==> src/rtl/limb_wb_bridge_if.sv <==
// Wishbone classic master/slave signal bundle used by the LIMB bridge.
// Widths must match the parameters of the bridge instance that drives it.
interface limb_wb_bridge_if #(
    parameter int ADDR_W     = 36,
    parameter int DATA_BYTES = 4
);
    logic [ADDR_W-1:0]       wb_adr_o;
    logic [8*DATA_BYTES-1:0] wb_dat_o;
    logic [8*DATA_BYTES-1:0] wb_dat_i;
    logic [DATA_BYTES-1:0]   wb_sel_o;
    logic                    wb_we_o;
    logic                    wb_stb_o;
    logic                    wb_cyc_o;
    logic                    wb_ack_i;
    logic                    wb_err_i;

    modport master (
        output wb_adr_o, wb_dat_o, wb_sel_o, wb_we_o, wb_stb_o, wb_cyc_o,
        input  wb_dat_i, wb_ack_i, wb_err_i
    );

    modport slave (
        input  wb_adr_o, wb_dat_o, wb_sel_o, wb_we_o, wb_stb_o, wb_cyc_o,
        output wb_dat_i, wb_ack_i, wb_err_i
    );
endinterface

==> src/rtl/limb_wb_bridge.sv <==
// LIMB (8-bit byte-serial EC bus) to Wishbone classic bridge.
// The LIMB strobe is oversampled in the Wishbone clock domain; each frame is
// an LSB-first address followed by an endless burst of auto-incrementing
// word transfers. Bus errors and timeouts raise a sticky error flag.
module limb_wb_bridge #(
    parameter int ADDR_BYTES = 5,
    parameter int ADDR_W     = 36,
    parameter int DATA_BYTES = 4,
    parameter int TIMEOUT    = 255
) (
    input  logic             clk,
    input  logic             rst,
    input  logic [7:0]       limb_d_in,
    output logic [7:0]       limb_d_out,
    output logic             limb_d_oe,
    input  logic             limb_clk,
    input  logic             limb_nrd,
    input  logic             limb_start,
    output logic             limb_nwait,
    limb_wb_bridge_if.master wb,
    output logic             err_o,
    input  logic             err_clr
);
    localparam int DW    = 8 * DATA_BYTES;
    localparam int CNT_W = 3;
    localparam int TMO_W = $clog2(TIMEOUT + 1);

    localparam logic [CNT_W-1:0] ADDR_LAST = CNT_W'(ADDR_BYTES - 1);
    localparam logic [CNT_W-1:0] DATA_LAST = CNT_W'(DATA_BYTES - 1);
    localparam logic [TMO_W-1:0] TMO_LAST  = TMO_W'(TIMEOUT - 1);

    localparam logic [2:0] S_IDLE  = 3'd0;
    localparam logic [2:0] S_ADDR  = 3'd1;
    localparam logic [2:0] S_DATA  = 3'd2;
    localparam logic [2:0] S_WB_WR = 3'd3;
    localparam logic [2:0] S_WB_RD = 3'd4;

    // Synchroniser stages: {start, nrd, strobe, data} move together so all
    // fields seen in the event cycle come from the same sample.
    logic [10:0] sync1_q;
    logic [10:0] sync2_q;
    logic        lclk_prev_q;
    logic [7:0]  s_d;
    logic        s_clk;
    logic        s_nrd;
    logic        s_start;
    logic        ev;

    assign s_d     = sync2_q[7:0];
    assign s_clk   = sync2_q[8];
    assign s_nrd   = sync2_q[9];
    assign s_start = sync2_q[10];
    assign ev      = s_clk & ~lclk_prev_q;

    logic [2:0]        state_q, state_d;
    logic [CNT_W-1:0]  cnt_q, cnt_d;
    logic [ADDR_W-1:0] adr_q, adr_d;
    logic [DW-1:0]     dat_q, dat_d;
    logic [DW-1:0]     rdata_q, rdata_d;
    logic [7:0]        dout_q, dout_d;
    logic              rd_word_q, rd_word_d;
    logic              cyc_q, cyc_d;
    logic              we_q, we_d;
    logic              nwait_q, nwait_d;
    logic [TMO_W-1:0]  tmo_q, tmo_d;
    logic              err_q;
    logic              err_set;
    logic              is_rd;
    logic              rd_fetched;

    // Replace one byte lane of the word address; lanes above ADDR_W vanish.
    function automatic logic [ADDR_W-1:0] set_adr_byte(
        input logic [ADDR_W-1:0] a,
        input int                idx,
        input logic [7:0]        b
    );
        logic [ADDR_W-1:0] r;
        r = a;
        for (int i = 0; i < ADDR_W; i++) begin
            if ((i / 8) == idx) r[i] = b[i % 8];
        end
        return r;
    endfunction

    // Oversample the LIMB pins and remember the last strobe level.
    always_ff @(posedge clk or posedge rst) begin
        if (rst) begin
            sync1_q     <= '0;
            sync2_q     <= '0;
            lclk_prev_q <= 1'b0;
        end else begin
            sync1_q     <= {limb_start, limb_nrd, limb_clk, limb_d_in};
            sync2_q     <= sync1_q;
            lclk_prev_q <= s_clk;
        end
    end

    // Frame sequencing, byte assembly and Wishbone cycle control.
    always_comb begin
        state_d    = state_q;
        cnt_d      = cnt_q;
        adr_d      = adr_q;
        dat_d      = dat_q;
        rdata_d    = rdata_q;
        dout_d     = dout_q;
        rd_word_d  = rd_word_q;
        cyc_d      = cyc_q;
        we_d       = we_q;
        nwait_d    = nwait_q;
        tmo_d      = tmo_q;
        err_set    = 1'b0;
        is_rd      = 1'b0;
        rd_fetched = 1'b0;

        case (state_q)
            S_WB_WR, S_WB_RD: begin
                // The EC must not strobe while held off.
                if (ev) err_set = 1'b1;
                if (wb.wb_err_i || (!wb.wb_ack_i && tmo_q == TMO_LAST)) begin
                    err_set = 1'b1;
                    cyc_d   = 1'b0;
                    we_d    = 1'b0;
                    nwait_d = 1'b1;
                    state_d = S_DATA;
                    if (state_q == S_WB_WR) begin
                        adr_d = adr_q + ADDR_W'(1);
                    end else begin
                        rdata_d    = '1;
                        dout_d     = 8'hFF;
                        rd_fetched = 1'b1;
                    end
                end else if (wb.wb_ack_i) begin
                    cyc_d   = 1'b0;
                    we_d    = 1'b0;
                    nwait_d = 1'b1;
                    state_d = S_DATA;
                    if (state_q == S_WB_WR) begin
                        adr_d = adr_q + ADDR_W'(1);
                    end else begin
                        rdata_d    = wb.wb_dat_i;
                        dout_d     = wb.wb_dat_i[7:0];
                        rd_fetched = 1'b1;
                    end
                end else begin
                    tmo_d = tmo_q + TMO_W'(1);
                end
            end
            default: begin
                if (ev && s_start) begin
                    // A start strobe always restarts address capture and
                    // drops any partially assembled write word.
                    adr_d = set_adr_byte('0, 0, s_d);
                    if (ADDR_BYTES == 1) begin
                        state_d = S_DATA;
                        cnt_d   = '0;
                    end else begin
                        state_d = S_ADDR;
                        cnt_d   = CNT_W'(1);
                    end
                end else if (ev && state_q == S_ADDR) begin
                    adr_d = set_adr_byte(adr_q, int'(cnt_q), s_d);
                    if (cnt_q == ADDR_LAST) begin
                        state_d = S_DATA;
                        cnt_d   = '0;
                    end else begin
                        cnt_d = cnt_q + CNT_W'(1);
                    end
                end else if (ev && state_q == S_DATA) begin
                    // Direction is fixed per word by the first byte strobe.
                    if (cnt_q == '0) begin
                        is_rd     = ~s_nrd;
                        rd_word_d = ~s_nrd;
                    end else begin
                        is_rd = rd_word_q;
                    end
                    if (is_rd) begin
                        if (cnt_q == '0) begin
                            state_d = S_WB_RD;
                            cyc_d   = 1'b1;
                            we_d    = 1'b0;
                            nwait_d = 1'b0;
                            tmo_d   = '0;
                        end else begin
                            for (int b = 0; b < DATA_BYTES; b++) begin
                                if (b == int'(cnt_q)) dout_d = rdata_q[8*b +: 8];
                            end
                            if (cnt_q == DATA_LAST) begin
                                cnt_d = '0;
                                adr_d = adr_q + ADDR_W'(1);
                            end else begin
                                cnt_d = cnt_q + CNT_W'(1);
                            end
                        end
                    end else begin
                        for (int b = 0; b < DATA_BYTES; b++) begin
                            if (b == int'(cnt_q)) dat_d[8*b +: 8] = s_d;
                        end
                        if (cnt_q == DATA_LAST) begin
                            state_d = S_WB_WR;
                            cnt_d   = '0;
                            cyc_d   = 1'b1;
                            we_d    = 1'b1;
                            nwait_d = 1'b0;
                            tmo_d   = '0;
                        end else begin
                            cnt_d = cnt_q + CNT_W'(1);
                        end
                    end
                end
            end
        endcase

        // The fetch strobe itself is byte 0 of a read word, so the byte
        // counter resumes at 1; a one-byte word is complete immediately.
        if (rd_fetched) begin
            if (DATA_BYTES == 1) begin
                cnt_d = '0;
                adr_d = adr_q + ADDR_W'(1);
            end else begin
                cnt_d = CNT_W'(1);
            end
        end
    end

    // State registers; a new error outranks a simultaneous clear.
    always_ff @(posedge clk or posedge rst) begin
        if (rst) begin
            state_q   <= S_IDLE;
            cnt_q     <= '0;
            adr_q     <= '0;
            dat_q     <= '0;
            rdata_q   <= '0;
            dout_q    <= '0;
            rd_word_q <= 1'b0;
            cyc_q     <= 1'b0;
            we_q      <= 1'b0;
            nwait_q   <= 1'b1;
            tmo_q     <= '0;
            err_q     <= 1'b0;
        end else begin
            state_q   <= state_d;
            cnt_q     <= cnt_d;
            adr_q     <= adr_d;
            dat_q     <= dat_d;
            rdata_q   <= rdata_d;
            dout_q    <= dout_d;
            rd_word_q <= rd_word_d;
            cyc_q     <= cyc_d;
            we_q      <= we_d;
            nwait_q   <= nwait_d;
            tmo_q     <= tmo_d;
            err_q     <= (err_q & ~err_clr) | err_set;
        end
    end

    assign wb.wb_adr_o = adr_q;
    assign wb.wb_dat_o = dat_q;
    assign wb.wb_sel_o = '1;
    assign wb.wb_we_o  = we_q;
    assign wb.wb_stb_o = cyc_q;
    assign wb.wb_cyc_o = cyc_q;

    assign limb_d_out = dout_q;
    assign limb_d_oe  = (state_q == S_DATA) && !s_nrd;
    assign limb_nwait = nwait_q;
    assign err_o      = err_q;
endmodule

==> src/flat_wrapper.sv <==
// flat-port wrapper written by rule: the top's interface ports become plain ports
module limb_wb_bridge_flat 
#(
    parameter int ADDR_BYTES = 5,
    parameter int ADDR_W     = 36,
    parameter int DATA_BYTES = 4,
    parameter int TIMEOUT    = 255
)
  (clk, rst, limb_d_in, limb_d_out, limb_d_oe, limb_clk, limb_nrd, limb_start, limb_nwait, err_o, err_clr, wb_wb_adr_o, wb_wb_dat_o, wb_wb_sel_o, wb_wb_we_o, wb_wb_stb_o, wb_wb_cyc_o, wb_wb_dat_i, wb_wb_ack_i, wb_wb_err_i);
  limb_wb_bridge_if #(.ADDR_W(ADDR_W), .DATA_BYTES(DATA_BYTES)) wb_i ();
  input  logic clk;
  input  logic rst;
  input  logic [7:0] limb_d_in;
  output logic [7:0] limb_d_out;
  output logic limb_d_oe;
  input  logic limb_clk;
  input  logic limb_nrd;
  input  logic limb_start;
  output logic limb_nwait;
  output logic err_o;
  input  logic err_clr;
  output wire logic [$bits(wb_i.wb_adr_o)-1:0] wb_wb_adr_o;
  output wire logic [$bits(wb_i.wb_dat_o)-1:0] wb_wb_dat_o;
  output wire logic [$bits(wb_i.wb_sel_o)-1:0] wb_wb_sel_o;
  output wire logic [$bits(wb_i.wb_we_o)-1:0] wb_wb_we_o;
  output wire logic [$bits(wb_i.wb_stb_o)-1:0] wb_wb_stb_o;
  output wire logic [$bits(wb_i.wb_cyc_o)-1:0] wb_wb_cyc_o;
  input wire logic [$bits(wb_i.wb_dat_i)-1:0] wb_wb_dat_i;
  input wire logic [$bits(wb_i.wb_ack_i)-1:0] wb_wb_ack_i;
  input wire logic [$bits(wb_i.wb_err_i)-1:0] wb_wb_err_i;
  assign wb_wb_adr_o = wb_i.wb_adr_o;
  assign wb_wb_dat_o = wb_i.wb_dat_o;
  assign wb_wb_sel_o = wb_i.wb_sel_o;
  assign wb_wb_we_o = wb_i.wb_we_o;
  assign wb_wb_stb_o = wb_i.wb_stb_o;
  assign wb_wb_cyc_o = wb_i.wb_cyc_o;
  assign wb_i.wb_dat_i = wb_wb_dat_i;
  assign wb_i.wb_ack_i = wb_wb_ack_i;
  assign wb_i.wb_err_i = wb_wb_err_i;
  limb_wb_bridge #(.ADDR_BYTES(ADDR_BYTES), .ADDR_W(ADDR_W), .DATA_BYTES(DATA_BYTES), .TIMEOUT(TIMEOUT)) u_core (.clk(clk), .rst(rst), .limb_d_in(limb_d_in), .limb_d_out(limb_d_out), .limb_d_oe(limb_d_oe), .limb_clk(limb_clk), .limb_nrd(limb_nrd), .limb_start(limb_start), .limb_nwait(limb_nwait), .wb(wb_i), .err_o(err_o), .err_clr(err_clr));
endmodule
==> config.mk <==
export PLATFORM = sky130hd
export DESIGN_NAME = limb_wb_bridge_flat
export DESIGN_NICKNAME = d
export VERILOG_FILES = /design/src/rtl/limb_wb_bridge_if.sv /design/src/rtl/limb_wb_bridge.sv /design/src/flat_wrapper.sv
export SDC_FILE = /design/constraint.sdc
export NUM_CORES = 1
export LEC_CHECK = 0
export CORE_AREA = 2 2 160 162
export DETAILED_ROUTE_END_ITERATION = 10
export DIE_AREA = 0 0 162 164
export HOLD_SLACK_MARGIN = 0.06
export SLEW_MARGIN = 20
export SYNTH_ARGS = -nofsm -noshare
export SYNTH_HDL_FRONTEND = slang
export SYNTH_SLANG_ARGS = --single-unit
==> constraint.sdc <==
create_clock -name clk -period 16.7 [get_ports clk]
set_input_delay 4.175 -clock clk [delete_from_list [all_inputs] [get_ports clk]]
set_output_delay 4.175 -clock clk [all_outputs]
set_load 0.005 [all_outputs]
==> implementation parameters <==
Parameter                              Value

Logic synthesis
  Most common cell in the netlist    sky130_fd_sc_hd__dfrtp_1
  Biggest area consumer among synthesized cells    sky130_fd_sc_hd__dfrtp_1
  Netlist cell types    67
  Synthesized area per cell    around 10 µm²
  Post-synthesis instance area    about 0.0074 mm²
  Post-synth EDFFs    0
  Largest cells by area after synthesis    sky130_fd_sc_hd__dfrtp_1 (50%), sky130_fd_sc_hd__mux2_2 (5.0%), sky130_fd_sc_hd__nand2_1 (4.8%)
  Yosys Warn Count    0
  Post-Syn Instances    between 700 and 800
  Yosys top cell area share    0.505
  Leading cell types by count after synthesis    sky130_fd_sc_hd__dfrtp_1 (149), sky130_fd_sc_hd__nand2_1 (95), sky130_fd_sc_hd__o21ai_0 (64)
  Fraction of the yosys area taken by sequential cells    0.508
  Leading register cell type out of synthesis    sky130_fd_sc_hd__dfrtp_1
  Share of async-settable or async-resettable flops after synthesis    1.00
  Flip-flop and latch count after synthesis    150

Global routing
  Initial antenna violation count    0
  Total global routing overflow    0
  Number of global-route vias before repair    5735
  First-pass GRT wire length    32200 µm
  GRT Resource Usage Total    0.155
  Largest net degree at the start of global routing    slightly above 100

Drt
  Vias/cell    4.99
  Initial DRC count    394
  Count of unresolved DRC violations after routing    0
  Total vias in the final route    ~6000
  Final ANT Viol Nets    0
  Number of optimization iterations in the first detailed-route pass    5
  Wire length per cell after detailed routing    about 17 µm
  Post-detailed-routing wire length    a little over 20000 µm

Finish
  Area occupied by multi-input gates    about 0.0034 mm²
  Diodes inserted    0
  Share of final-layout standard cells stronger than drive strength 1    0.120
  Area Overhead vs Synth    29.9%
  Final std cells w/o fill    between 1000 and 1500
  Number of fill cells    roughly 2500
  Area of all sequential standard cells    around 0.0038 mm²
  Total number of nets in the final design    a little over 900

Worst setup path
  Nature of the critical path endpoint    register
  Largest fanout on the critical path    39
  CP top delay family    simple AND/OR/NAND/NOR gates
  Ordered cell list for the critical path    clkdlybuf4s50_1, and4b_1, a31o_2, buf_4, nor2_1, nand4_1, or3_1, a21oi_1
  Maximum cell stage delay along the critical path    between 600 and 700 ps
  Setup Crit Path Kind    in2reg
  Worst Path Required    ~17000 ps
  Worst Path Arrival    between 6000 and 7000 ps
  WP buf/inv    2
  Worst reg2reg setup slack    between 10000 and 15000 ps
  Category of the worst setup path launch point    input pin
  Slowest cell on crit path    sky130_fd_sc_hd__clkdlybuf4s50_1

Pwr
  Leak Pwr    4.09 nW
  Flop pwr share    0.377
  Clock group share of total power    0.243
  Portion of total power attributed to combinational logic    0.380
  Maximum ir drop on the vdd rail    roughly 66 µV
  Power per cell area    around 170 mW/mm²
  Total internal power    roughly 1.0 mW
  Switching power of the nets    0.565 mW
  Switching part of the total power    0.355

Placement
  Detailed-placement wirelength estimate    13900 µm
  Number of cells after detailed placement    between 1000 and 1500
  Gpl congestion    roughly 0.85
  Port Buf Inserts    roughly 130

Floorplanning
  Area of the die    between 0.02 and 0.03 mm²
  Initial Utilization    0.298
  Core Footprint    roughly 0.025 mm²
  Row cnt    a little under 60
  I/O pins    approximately 130
  Die width    approximately 160 µm
  Die Span Y    ~160 µm

STA
  Number of endpoints with negative hold slack in the final report    0
  Final max-slew violation count    0
  Setup_tns    0 ps
  Share of the clock period used by the worst path after layout    0.380
  Worst clock skew    11.2 ps
  Slew margin rel.    0.391
  Final setup violation count    0
  Worst slew pin tran    913 ps
  Shortest period the worst path allows    between 6000 and 7000 ps
  Highest Clock Rate    roughly 160 MHz
  RSZ-0062 raised after global routing    false

Clocking
  Clock-pin slew on the worst setup and hold paths    60 ps
  Clk Tree Root Cell    sky130_fd_sc_hd__clkbuf_16
  Deepest level of the CTS H-tree    4
  Post-CTS setup-driven buffer insertion count    0
  CTS-repair resized insts    0
  Number of buffers created by CTS    17
  CTS tree    built
  Clock sink count    150
  CTS max path bufs    2
  Worst-skew pair later-pin latency    between 400 and 500 ps
  Number of hold-repair buffers added at the cts stage    0

Worst hold path
  Hold Crit Class    reg2reg

Run status
  Outcome    completed

Job
  Max-cap check violation count    0
[sequential cells by signal, summed over array words and instances, names as in the netlist, 3 cells and up]
| register | flops |
|---|---|
| u_core.limb_d_out | 8 |
| u_core.state_q | 3 |
| u_core.sync2_q | 11 |
| u_core.wb.wb_adr_o | 36 |
| u_core.sync1_q | 11 |
| u_core.cnt_q | 3 |
| u_core.rdata_q | 32 |
| u_core.wb.wb_dat_o | 32 |
| u_core.tmo_q | 8 |
[power by group through the flow]
| stage | sequential [mW] | combinational [mW] | clock (mW) |
|---|---|---|---|
| after floorplan | 0.576 | 0.355 | 0 |
| after global placement | 0.602 | 0.602 | 0 |
| after detailed placement | 0.603 | 0.611 | 0 |
| after CTS | 0.599 | 0.614 | 0.396 |
| after global routing | 0.619 | 0.670 | 0.413 |
| final | 0.600 | 0.606 | 0.388 |
[routing by layer]
layer	share of wire	routed length, µm	vias to the layer above	GRT usage
li1	-	-	2908	-
met1	0.46	9320	2909	0.217
met2	0.47	9420	185	0.243
met3	0.059	1200	10	0.0399
met4	0.0089	180	0	0.0358
met5	0	0	-	0
[per-stage QoR]
stage | area, µm² | util | setup WS (ps) | power (mW) | hold slack [ps]
global placement | 9010 | 0.363 | 10060 | 1.20 | 333
CTS | 9590 | 0.387 | 10390 | 1.61 | 349
finish | 9600 | 0.387 | 10360 | 1.59 | 346
global route | 9600 | 0.387 | 10180 | 1.70 | 355
detailed placement | 9010 | 0.363 | 9960 | 1.21 | 336
floorplan | 7400 | - | 8490 | 0.931 | 331
[cell usage in the layout, fill, tap and decap left out, drive strengths merged, types with 3 or more instances in the layout]
cell type      synthesis  final
conb                   1      4
a21oi                 40     40
mux2                  33     33
inv                   31     33
nand2                 95     95
buf                   10     10
clkbuf                33     23
nand4                 12     12
dfrtp                149    149
or4                    3      3
and3                   3      3
o21ai                 64     64
o31ai                 16     16
nand2b                 6      6
nor4                   6      6
and4                   4      4
or2                    5      5
mux2i                 15     15
o22ai                  3      3
clkdlybuf4s50          0    129
o221ai                 8      8
ha                     9      9
a22o                  23     23
nor3                  17     17
nor2                  59     59
a21bo                  8      8
nand3                 28     28
or3                    4      4
nor2b                  4      4
a21o                   7      7
nor3b                 10     10
xor2                   5      5
o41ai                  4      4
clkinvlp               0      3
a2111oi                5      5
[worst reg2reg max path, stage by stage, from the launching register on]
cell	delay, ps
sky130_fd_sc_hd__dfrtp_1	600
sky130_fd_sc_hd__inv_1	250
sky130_fd_sc_hd__ha_1	560
sky130_fd_sc_hd__inv_1	410
sky130_fd_sc_hd__a2111oi_4	830
sky130_fd_sc_hd__a21bo_2	300
sky130_fd_sc_hd__a22o_1	180
[path summary, 6_finish.rpt]
check / from / endpoint / cells after the start
setup / recovery: wb_wb_ack_i / u_core.tmo_q[7] / 8
min in group asynchronous: rst / u_core.rdata_q[12] / 2
hold / removal: u_core.sync1_q[10] / u_core.sync2_q[10] / 0
hold reg to reg: u_core.sync1_q[10] / u_core.sync2_q[10] / 0
max in group asynchronous: rst / u_core.wb.wb_adr_o[28] / 3
setup reg to reg: u_core.cnt_q[2] / u_core.wb.wb_adr_o[25] / 6
[area by class of cell]
class                      count  area share
clock buffer                  23      0.0488
clock inverter                 9      0.0123
timing repair buffer         139       0.142
inverter                      31      0.0126
sequential                   150       0.391
tap                          330      0.0430
multi-input combinational    523       0.350
[kinds of logic after synthesis]
logic type | Yosys count | share of synthesized area
AO/OA/AOI/OAI | 196 | 0.186
XOR/XNOR | 5 | 0.00593
adder cells (fa/ha/maj) | 9 | 0.0152
buffers and inverters | 74 | 0.0417
flip-flops | 150 | 0.508
multiplexers | 48 | 0.0707
other | 1 | 0.000508
AND/OR/NAND/NOR | 261 | 0.171
(Power assumes the default switching activity.)
